$ cat src/rtl/uart_rx_ovs.sv
// Oversampling UART receiver with a 3-sample majority vote per bit and a runtime frame format.
// A byte is reported one clk after the last stop bit's vote; parity/framing/break flags are reported with it.
module uart_rx_ovs #(
    parameter int OVS         = 16,
    parameter int SYNC_STAGES = 2
) (
    input  logic        clk,
    input  logic        rstn_i,
    input  logic        rx_enable_i,
    input  logic [31:0] clk_div_i,
    input  logic [3:0]  data_bits_i,
    input  logic [1:0]  parity_mode_i,
    input  logic        stop_bits_i,
    input  logic        rx_i,
    output logic [7:0]  rx_data_o,
    output logic        rx_valid_o,
    output logic        rx_parity_err_o,
    output logic        rx_frame_err_o,
    output logic        rx_break_o,
    output logic        rx_busy_o
);
    localparam int OW = $clog2(OVS);
    localparam logic [OW-1:0] SMP0 = OW'(OVS/2 - 1);
    localparam logic [OW-1:0] SMP1 = OW'(OVS/2);
    localparam logic [OW-1:0] SMP2 = OW'(OVS/2 + 1);
    localparam logic [OW-1:0] LAST = OW'(OVS - 1);

    typedef enum logic [2:0] {IDLE, START, DATA, PARITY, STOP, BRK} state_t;

    logic [SYNC_STAGES-1:0] sync_q;
    logic                   rxs, rxs_prev_q, fall;
    logic [31:0]            div_q, div_d;
    logic                   tick, mid, bnd, vote, par_en;

    state_t         state_q;
    logic [OW-1:0]  os_q;
    logic [3:0]     bit_cnt_q, nbits_q;
    logic [1:0]     pmode_q;
    logic           stop2_q, stop_cnt_q;
    logic           s0_q, s1_q;
    logic [7:0]     shreg_q, data_q;
    logic           xor_q, perr_q, ferr_q, lo_q;
    logic           valid_q, perr_o_q, ferr_o_q, brk_q, busy_q;

    always_ff @(posedge clk or negedge rstn_i) begin
        if (!rstn_i) begin
            sync_q     <= '1;
            rxs_prev_q <= 1'b1;
        end else begin
            sync_q     <= {sync_q[SYNC_STAGES-2:0], rx_i};
            rxs_prev_q <= rxs;
        end
    end

    assign rxs  = sync_q[SYNC_STAGES-1];
    assign fall = rxs_prev_q & ~rxs;

    // >= rather than == so a divider lowered at runtime never leaves the counter stranded above it
    assign tick = rx_enable_i && (div_q >= clk_div_i);

    always_comb begin
        div_d = div_q + 32'd1;
        if (!rx_enable_i || tick || (state_q == IDLE && fall))
            div_d = '0;
    end

    always_ff @(posedge clk or negedge rstn_i) begin
        if (!rstn_i) div_q <= '0;
        else         div_q <= div_d;
    end

    assign mid    = tick && (os_q == SMP2);
    assign bnd    = tick && (os_q == LAST);
    assign vote   = (s0_q & s1_q) | (s0_q & rxs) | (s1_q & rxs);
    assign par_en = (pmode_q == 2'b01) || (pmode_q == 2'b10);

    always_ff @(posedge clk or negedge rstn_i) begin
        if (!rstn_i) begin
            state_q    <= IDLE;
            os_q       <= '0;
            bit_cnt_q  <= '0;
            nbits_q    <= '0;
            pmode_q    <= '0;
            stop2_q    <= 1'b0;
            stop_cnt_q <= 1'b0;
            s0_q       <= 1'b0;
            s1_q       <= 1'b0;
            shreg_q    <= '0;
            xor_q      <= 1'b0;
            perr_q     <= 1'b0;
            ferr_q     <= 1'b0;
            lo_q       <= 1'b0;
            data_q     <= '0;
            valid_q    <= 1'b0;
            perr_o_q   <= 1'b0;
            ferr_o_q   <= 1'b0;
            brk_q      <= 1'b0;
            busy_q     <= 1'b0;
        end else begin
            valid_q <= 1'b0;
            brk_q   <= 1'b0;
            if (!rx_enable_i) begin
                state_q    <= IDLE;
                os_q       <= '0;
                bit_cnt_q  <= '0;
                stop_cnt_q <= 1'b0;
                busy_q     <= 1'b0;
            end else begin
                if (state_q != IDLE && tick) begin
                    os_q <= (os_q == LAST) ? '0 : os_q + OW'(1);
                    if (os_q == SMP0) s0_q <= rxs;
                    if (os_q == SMP1) s1_q <= rxs;
                end
                case (state_q)
                    IDLE: if (fall) begin
                        state_q    <= START;
                        busy_q     <= 1'b1;
                        os_q       <= '0;
                        bit_cnt_q  <= '0;
                        stop_cnt_q <= 1'b0;
                        nbits_q    <= (data_bits_i >= 4'd5 && data_bits_i <= 4'd8) ? data_bits_i : 4'd8;
                        pmode_q    <= parity_mode_i;
                        stop2_q    <= stop_bits_i;
                        shreg_q    <= '0;
                        xor_q      <= 1'b0;
                        perr_q     <= 1'b0;
                        ferr_q     <= 1'b0;
                        lo_q       <= 1'b1;
                    end
                    START: begin
                        if (mid && vote) begin
                            state_q <= IDLE;
                            busy_q  <= 1'b0;
                        end else if (bnd) begin
                            state_q <= DATA;
                        end
                    end
                    DATA: begin
                        if (mid) begin
                            shreg_q[bit_cnt_q[2:0]] <= vote;
                            xor_q     <= xor_q ^ vote;
                            lo_q      <= lo_q & ~vote;
                            bit_cnt_q <= bit_cnt_q + 4'd1;
                        end
                        if (bnd && bit_cnt_q == nbits_q)
                            state_q <= par_en ? PARITY : STOP;
                    end
                    PARITY: begin
                        if (mid) begin
                            perr_q <= (pmode_q == 2'b01) ? (xor_q ^ vote) : ~(xor_q ^ vote);
                            lo_q   <= lo_q & ~vote;
                        end
                        if (bnd) state_q <= STOP;
                    end
                    STOP: begin
                        // The last stop bit finishes the frame at its vote, leaving the rest of the bit for resync
                        if (mid && stop_cnt_q == stop2_q) begin
                            if (lo_q && !vote) begin
                                brk_q   <= 1'b1;
                                state_q <= BRK;
                            end else begin
                                valid_q  <= 1'b1;
                                data_q   <= shreg_q;
                                perr_o_q <= perr_q;
                                ferr_o_q <= ferr_q | ~vote;
                                state_q  <= IDLE;
                                busy_q   <= 1'b0;
                            end
                        end else if (mid) begin
                            ferr_q <= ferr_q | ~vote;
                            lo_q   <= lo_q & ~vote;
                        end
                        if (bnd) stop_cnt_q <= 1'b1;
                    end
                    BRK: if (rxs) begin
                        state_q <= IDLE;
                        busy_q  <= 1'b0;
                    end
                    default: begin
                        state_q <= IDLE;
                        busy_q  <= 1'b0;
                    end
                endcase
            end
        end
    end

    assign rx_data_o       = data_q;
    assign rx_valid_o      = valid_q;
    assign rx_parity_err_o = perr_o_q;
    assign rx_frame_err_o  = ferr_o_q;
    assign rx_break_o      = brk_q;
    assign rx_busy_o       = busy_q;
endmodule

$ cat config.mk
export PLATFORM = sky130hd
export DESIGN_NAME = uart_rx_ovs
export DESIGN_NICKNAME = d
export VERILOG_FILES = /design/src/rtl/uart_rx_ovs.sv
export SDC_FILE = /design/constraint.sdc
export NUM_CORES = 1
export LEC_CHECK = 0
export BUFFER_PORTS_ARGS = -buffer_cell sky130_fd_sc_hd__buf_2
export CAP_MARGIN = 20
export CELL_PAD_IN_SITES_DETAIL_PLACEMENT = 1
export CELL_PAD_IN_SITES_GLOBAL_PLACEMENT = 2
export CORE_AREA = 2 2 124 126
export DETAILED_ROUTE_END_ITERATION = 7
export DIE_AREA = 0 0 126 128
export PLACE_DENSITY_LB_ADDON = 0.1
export RECOVER_POWER = 25
export SLEW_MARGIN = 25
export SYNTH_ARGS = -nofsm -noshare
export SYNTH_HDL_FRONTEND = slang
export SYNTH_SLANG_ARGS = --single-unit
$ cat constraint.sdc
create_clock -name clk -period 2.9 [get_ports clk]
set_clock_uncertainty 0.05 [all_clocks]
set_input_delay 0.29 -clock clk [delete_from_list [all_inputs] [get_ports clk]]
set_output_delay 0.29 -clock clk [all_outputs]
set_load 0.005 [all_outputs]
* Yosys cells after proc, flatten, opt, wreduce, memory -nomap -nowiden
Index checks and enable logic that the tools add are counted.
** Cells by class
- Multiplexer cells :: 58
- Add/sub/neg operators :: 3
- Equality and inequality tests :: 31
- Bitwise gates (word level) :: 13
- Reduce and logical (&&, ||, !) cells :: 35
- $lt $le $gt $ge :: 5
** Operators with widths (number)
- 4-bit 2-to-1 mux :: 9
- 32-bit by 1-bit adder with 32-bit output, second input constant :: 1
- 32-bit greater-or-equal comparator :: 1
- 32-bit 2-to-1 mux :: 1
- 3-bit 2-to-1 mux :: 10
- 3-bit != test, second input constant :: 9
- 1-bit 2-to-1 mux :: 25
- 3-bit one-hot mux with 6 select lines :: 1
- 8-bit 2-to-1 mux :: 2
- 8-bit one-hot mux with 2 select lines :: 1
- 4-bit AND reduction :: 4
- 3-bit AND reduction :: 5
- 4-bit equality test, second input constant :: 3
- 2-bit != test, second input constant :: 6
- 6-bit AND reduction :: 2
- 1-bit logical AND :: 11
- 4-bit by 1-bit adder with 4-bit output, second input constant :: 2
- 8-bit bitwise mux :: 1
- 1-bit one-hot mux with 2 select lines :: 4
- 4-bit one-hot mux with 2 select lines :: 1
- 3-bit by 2-bit equality test with 1-bit output, second input constant :: 2
- 3-bit equality test, second input constant :: 2
- 3-bit by 1-bit != test with 1-bit output, second input constant :: 2
- 2-bit nonzero test :: 3
- 24 further kinds :: 37
** Storage, ports and cells
- Flip-flop bits (word level) :: 81
- Output and inout bits :: 13
- Word-level logic and storage cells :: 168
- Bits of input ports :: 43

* Logic depth before layout (Yosys ltp)
- Depth in word-level cells :: 9
- Depth in mapped cells :: 11

* Least setup slack after synthesis
No wires, ideal clock.
- Path type :: reg-to-reg
- Start :: register div_q[14]
- End :: register data_q[0] (netlist: rx_data_o[0])
- Path buffers :: 0
- Data arrival time :: 2.575 ns
- Stages on the path, launching flop included :: 11
- Data required time :: 2.725 ns
- Path slack :: 0.150 ns
- Library setup time :: 0.125 ns
- Clock period less this slack :: 2.750 ns
- Cell sequence :: dfrtp_1 > ha_1 > nand4_1 > nor4_1 > a311oi_1 > a21oi_2 > a21oi_4 > or4_4 > nand2b_4 > inv_8 > mux2_4
** Between the ends
- Word-level cells in the longest chain between the ends :: 5
** Ends and longest elaborated chain
- from (decl) :: RTL line 32 : logic [31:0] div_q, div_d;
- from (signal assigned) :: RTL line 69 : else div_q <= div_d;
- 32-bit greater-or-equal comparator :: RTL line 59 : assign tick = rx_enable_i && (div_q >= clk_div_i);
- 1-bit logical AND :: RTL line 59
- 1-bit logical AND :: RTL line 72 : assign mid = tick && (os_q == SMP2);
- 1-bit logical AND :: RTL line 157 : if (mid && stop_cnt_q == stop2_q) begin
- 4-bit AND reduction (no line)
- to (signal assigned) :: RTL line 163 : data_q <= shreg_q;
- to (decl) :: RTL line 41 : logic [7:0] shreg_q, data_q;
Every way passes these cells.
A chain may end at the register's enable or synchronous reset.

* Final worst setup path
- Start :: register div_q[26]
- End :: register data_q[2] (netlist: rx_data_o[2])
The elaborated chain is that of the path after synthesis.

==> summary.md <==
| Metric | Value |
|---|---|
| FILL cells | `1747` |
| Non-Filler Instances | `799` |
| Clock Sinks | `81` |
| CTS Buffer Depth | `2` |
| CP Class | `reg2reg` |
| Critical R2R Launch | `div_q[26]` |
| Internal power | `0.00210 W` |
| Predominant post-synthesis flop cell | `dfrtp_1` |
| Vias per Instance | `5.06` |
| CP max-delay cell | `or4_4` |
| Synth top area cells | `dfrtp_1 41%, ha_1 9.9%, nor2_1 5.0%` |
| Tmin final | `2.97 ns` |
| Setup-failing EPs final | `6` |
| Top sig layer | `met4` |
| Number of global-route vias before repair | `4261` |
| CTS tree | `yes` |
| Synth Area per Inst | `approximately 9.3 sq um` |
| PD cells | `between 500 and 600 mW/mm^2` |
| Die area | `0.0161 sq mm` |
| Initial antenna violation count | `0` |
| Starting density of the core | `32.3%` |
| Largest net degree at the start of global routing | `82` |
| Grt total ovfl | `0` |
| Port bufs | `between 50 and 60` |
| Crit path capture | `rx_data_o[2]` |
| Failing checks | `capacitance limit, slew limit, setup timing` |
| Status | `finished with violations` |
| Maximum VDD drop | `0.310 mV` |
| Met2 Wirelength | `5700 um` |
| Dpl cells | `772` |
| WL final | `12200 um` |
| Peak Freq | `0.337 GHz` |
| Synth area leader | `dfrtp_1` |
| Slew Limit Fails | `around 80` |
| First-pass GRT wire length | `20800 um` |
| First-pass DRT Iterations | `4` |
| Ys Warns | `0` |
| Total power | `0.00320 W` |
| Routability cong. | `slightly below 0.8` |
| Post-synthesis sequential element count | `81` |
| Crit end category | `flop` |
| Clk Latency, worst-skew pair | `0.35 ns` |
| Wire length per cell | `15.3 um` |
| CP cell instances | `ha_1, nand4_1, nor4_4, buf_4, nand2_2, a21oi_2, a21oi_4, or4_4, nand2b_4, inv_8, mux2_4` |
| CTS buffer count | `9` |
| RSZ-0062 raised after global routing | `true` |
| Clock transition at path regs | `approximately 0.070 ns` |
| Sw frac | `34.3%` |
| Fraction of layout cells with a size suffix above 1 | `between 20 and 25%` |
| Seq pwr share | `40.4%` |
| Met3 routed WL | `410 um` |
| Final hold vios | `0` |
| Max-cap viol count | `1` |
| Nets | `687` |
| Met1 Wirelength | `5900 um` |
| Seq/Total Area, Yosys | `42.3%` |
| Crit path max fanout | `7` |
| Flop2flop setup slack | `-0.07 ns` |
| GRT Util Overall | `16.0%` |
| Diodes inserted | `0` |
| Combinational power share | `25.7%` |
| Clock root cell | `clkbuf_16` |
| Setup Total Neg Slack | `-0.388 ns` |
| Via Count | `4039` |
| H-Tree Depth | `3` |
| Setup crit start | `div_q[26]` |
| Share of the synthesized area in the top cell type | `40.6%` |
| Initial DRC count | `119` |
| Most frequent cell after synthesis | `dfrtp_1` |
| Slowest stage delay, CP | `0.49 ns` |
| Cell row count | `45` |
| Leak | `2.93 nW` |
| HPWL Detailed | `between 9000 and 10000 um` |
| Crit start category | `flop` |
| Area Overhead vs Synth | `24.7%` |
| P_sw | `0.00110 W` |
| Synth cell count leaders | `78 x dfrtp_1, 64 x nor2_1, 49 x nand2_1` |
| # DRC | `0` |
| Final period util | `102%` |
| Syn Nets | `595` |
| EDFF count, synth | `0` |
| Worst hold path class | `in2reg` |
| Cell depth of the worst flop-to-flop path | `11` |
| Data arrival time of the worst path | `3.15 ns` |
| Worst slew pin tran | `2.10 ns` |
| Core area | `0.0149 sq mm` |
| Hold slack | `0.0957 ns` |
| Reg2reg end | `rx_data_o[2]` |
| Async S/R FF share, synth | `100%` |
| Die width | `126 um` |
| Clk pwr share | `33.9%` |
| Setup ws final | `-0.0709 ns` |
| Slew headroom | `-39.8%` |
| I/O pins | `56` |
| Synth unique cells | `slightly below 60` |
| Die height | `128 um` |
| CP Data Required Time | `3.08 ns` |
| DRT antenna net count | `0` |
| Synth Cell Area | `0.00481 sq mm` |
| Gate Count Post-Synth | `roughly 510` |
cell usage in the layout (no fill, tap or decap), types with 2 or more instances in the layout:
cell type	instances
ha_1	33
and4_1	3
clkbuf_16	9
nor2b_1	4
nand2b_1	5
buf_4	36
dfstp_2	2
and3_1	9
o21a_1	3
a2111o_1	3
ha_4	5
dlygate4sd3_1	2
xor2_1	24
xnor2_1	16
o31ai_1	5
or3_1	2
o21ai_1	7
dfrtp_1	78
o211ai_1	4
a21oi_2	2
nand2_1	48
and2_1	2
nor2_1	64
clkbuf_1	8
a22o_1	3
clkinv_2	2
nor3_2	3
inv_6	3
a21oi_1	23
mux2i_1	5
nand4_1	15
buf_2	46
a21o_1	3
mux2_4	9
inv_1	45
nand3_1	23
mux2_2	3
nor3_1	3
o21ai_0	15
flip-flops by register name (all words and copies together) (netlist names), 2 cells and up:
signal,count
state_q,3
rx_data_o,8
nbits_q,4
pmode_q,2
bit_cnt_q,4
sync_q,2
shreg_q,8
div_q,32
os_q,4
what timing repair did:
item / in CTS / in global routing
setup buffers: 6 / 2
endpoints found under the hold margin: 76 / 0
hold buffers: 2 / 0
resized for setup: 5 / 19
setup endpoints to repair: 23 / 31
gates cloned: 0 / 1
pin swaps: 4 / 13
through the flow:
| step | utilization [%] | instance area [sq um] | setup slack, ns |
|---|---|---|---|
| after floorplan | - | 4810 | 0.150 |
| after global placement | 37.0 | 5500 | -0.183 |
| after detailed placement | 37.0 | 5500 | -0.204 |
| after CTS | 39.6 | 5890 | -0.0558 |
| after global routing | 40.3 | 5990 | -0.171 |
| final | 40.3 | 5990 | -0.0709 |
worst max-delay path: cells and delay by family, from the launching register on:
kind / cells / cell delay [ns]
simple gates: 5 / 1.30
compound gates: 2 / 0.21
fa+ha+maj: 1 / 0.31
buf+inv: 2 / 0.27
mux: 1 / 0.30
flops: 1 / 0.41
final cells by class:
class,instances,area (sq um),share of cell area [%]
multi-input cells,374,2690,44.9
flip-flops and latches,81,2030,33.9
repair buffers,94,576,9.60
well taps,188,235,3.92
clock buffers,9,225,3.76
inverters,46,180,3.01
clock inverters,7,52.6,0.877
kinds of logic after synthesis:
group	count (synthesis)	share of synthesized area [%]
flops	81	42.3
fa+ha+maj	38	9.89
mux	17	4.56
buf+inv	60	4.84
simple gates	192	19.3
compound gates	86	11.9
xor+xnor	40	7.29
power by group through the flow:
stage	sequential, W	combinational (W)	clock, W
2_1_floorplan	0.00127	0.000494	0
3_3_place_gp	0.00130	0.000748	0
3_5_place_dp	0.00131	0.000763	0
4_1_cts	0.00129	0.000772	0.00112
5_1_grt	0.00131	0.000932	0.00117
6_report	0.00129	0.000824	0.00108
worst min path at each step:
stage / slack (ns) / start / cells past startpoint / endpoint
3_5_place_dp: 0.30 / sync_q[0] / 0 / sync_q[1]
5_1_grt: 0.1 / stop_bits_i / 3 / stop2_q
6_report: 0.1 / stop_bits_i / 3 / stop2_q
4_1_cts: 0.08 / stop_bits_i / 3 / stop2_q
3_3_place_gp: 0.30 / sync_q[0] / 0 / sync_q[1]
2_1_floorplan: -0.06 / rstn_i / 0 / bit_cnt_q[0]
routing by layer:
layer | up-vias | track usage, %
met4 | 0 | 5.43
met3 | 16 | 3.34
met5 | - | 0
met2 | 54 | 25.6
met1 | 1998 | 21.6
li1 | 1971 | -
(Power assumes the default switching activity.)
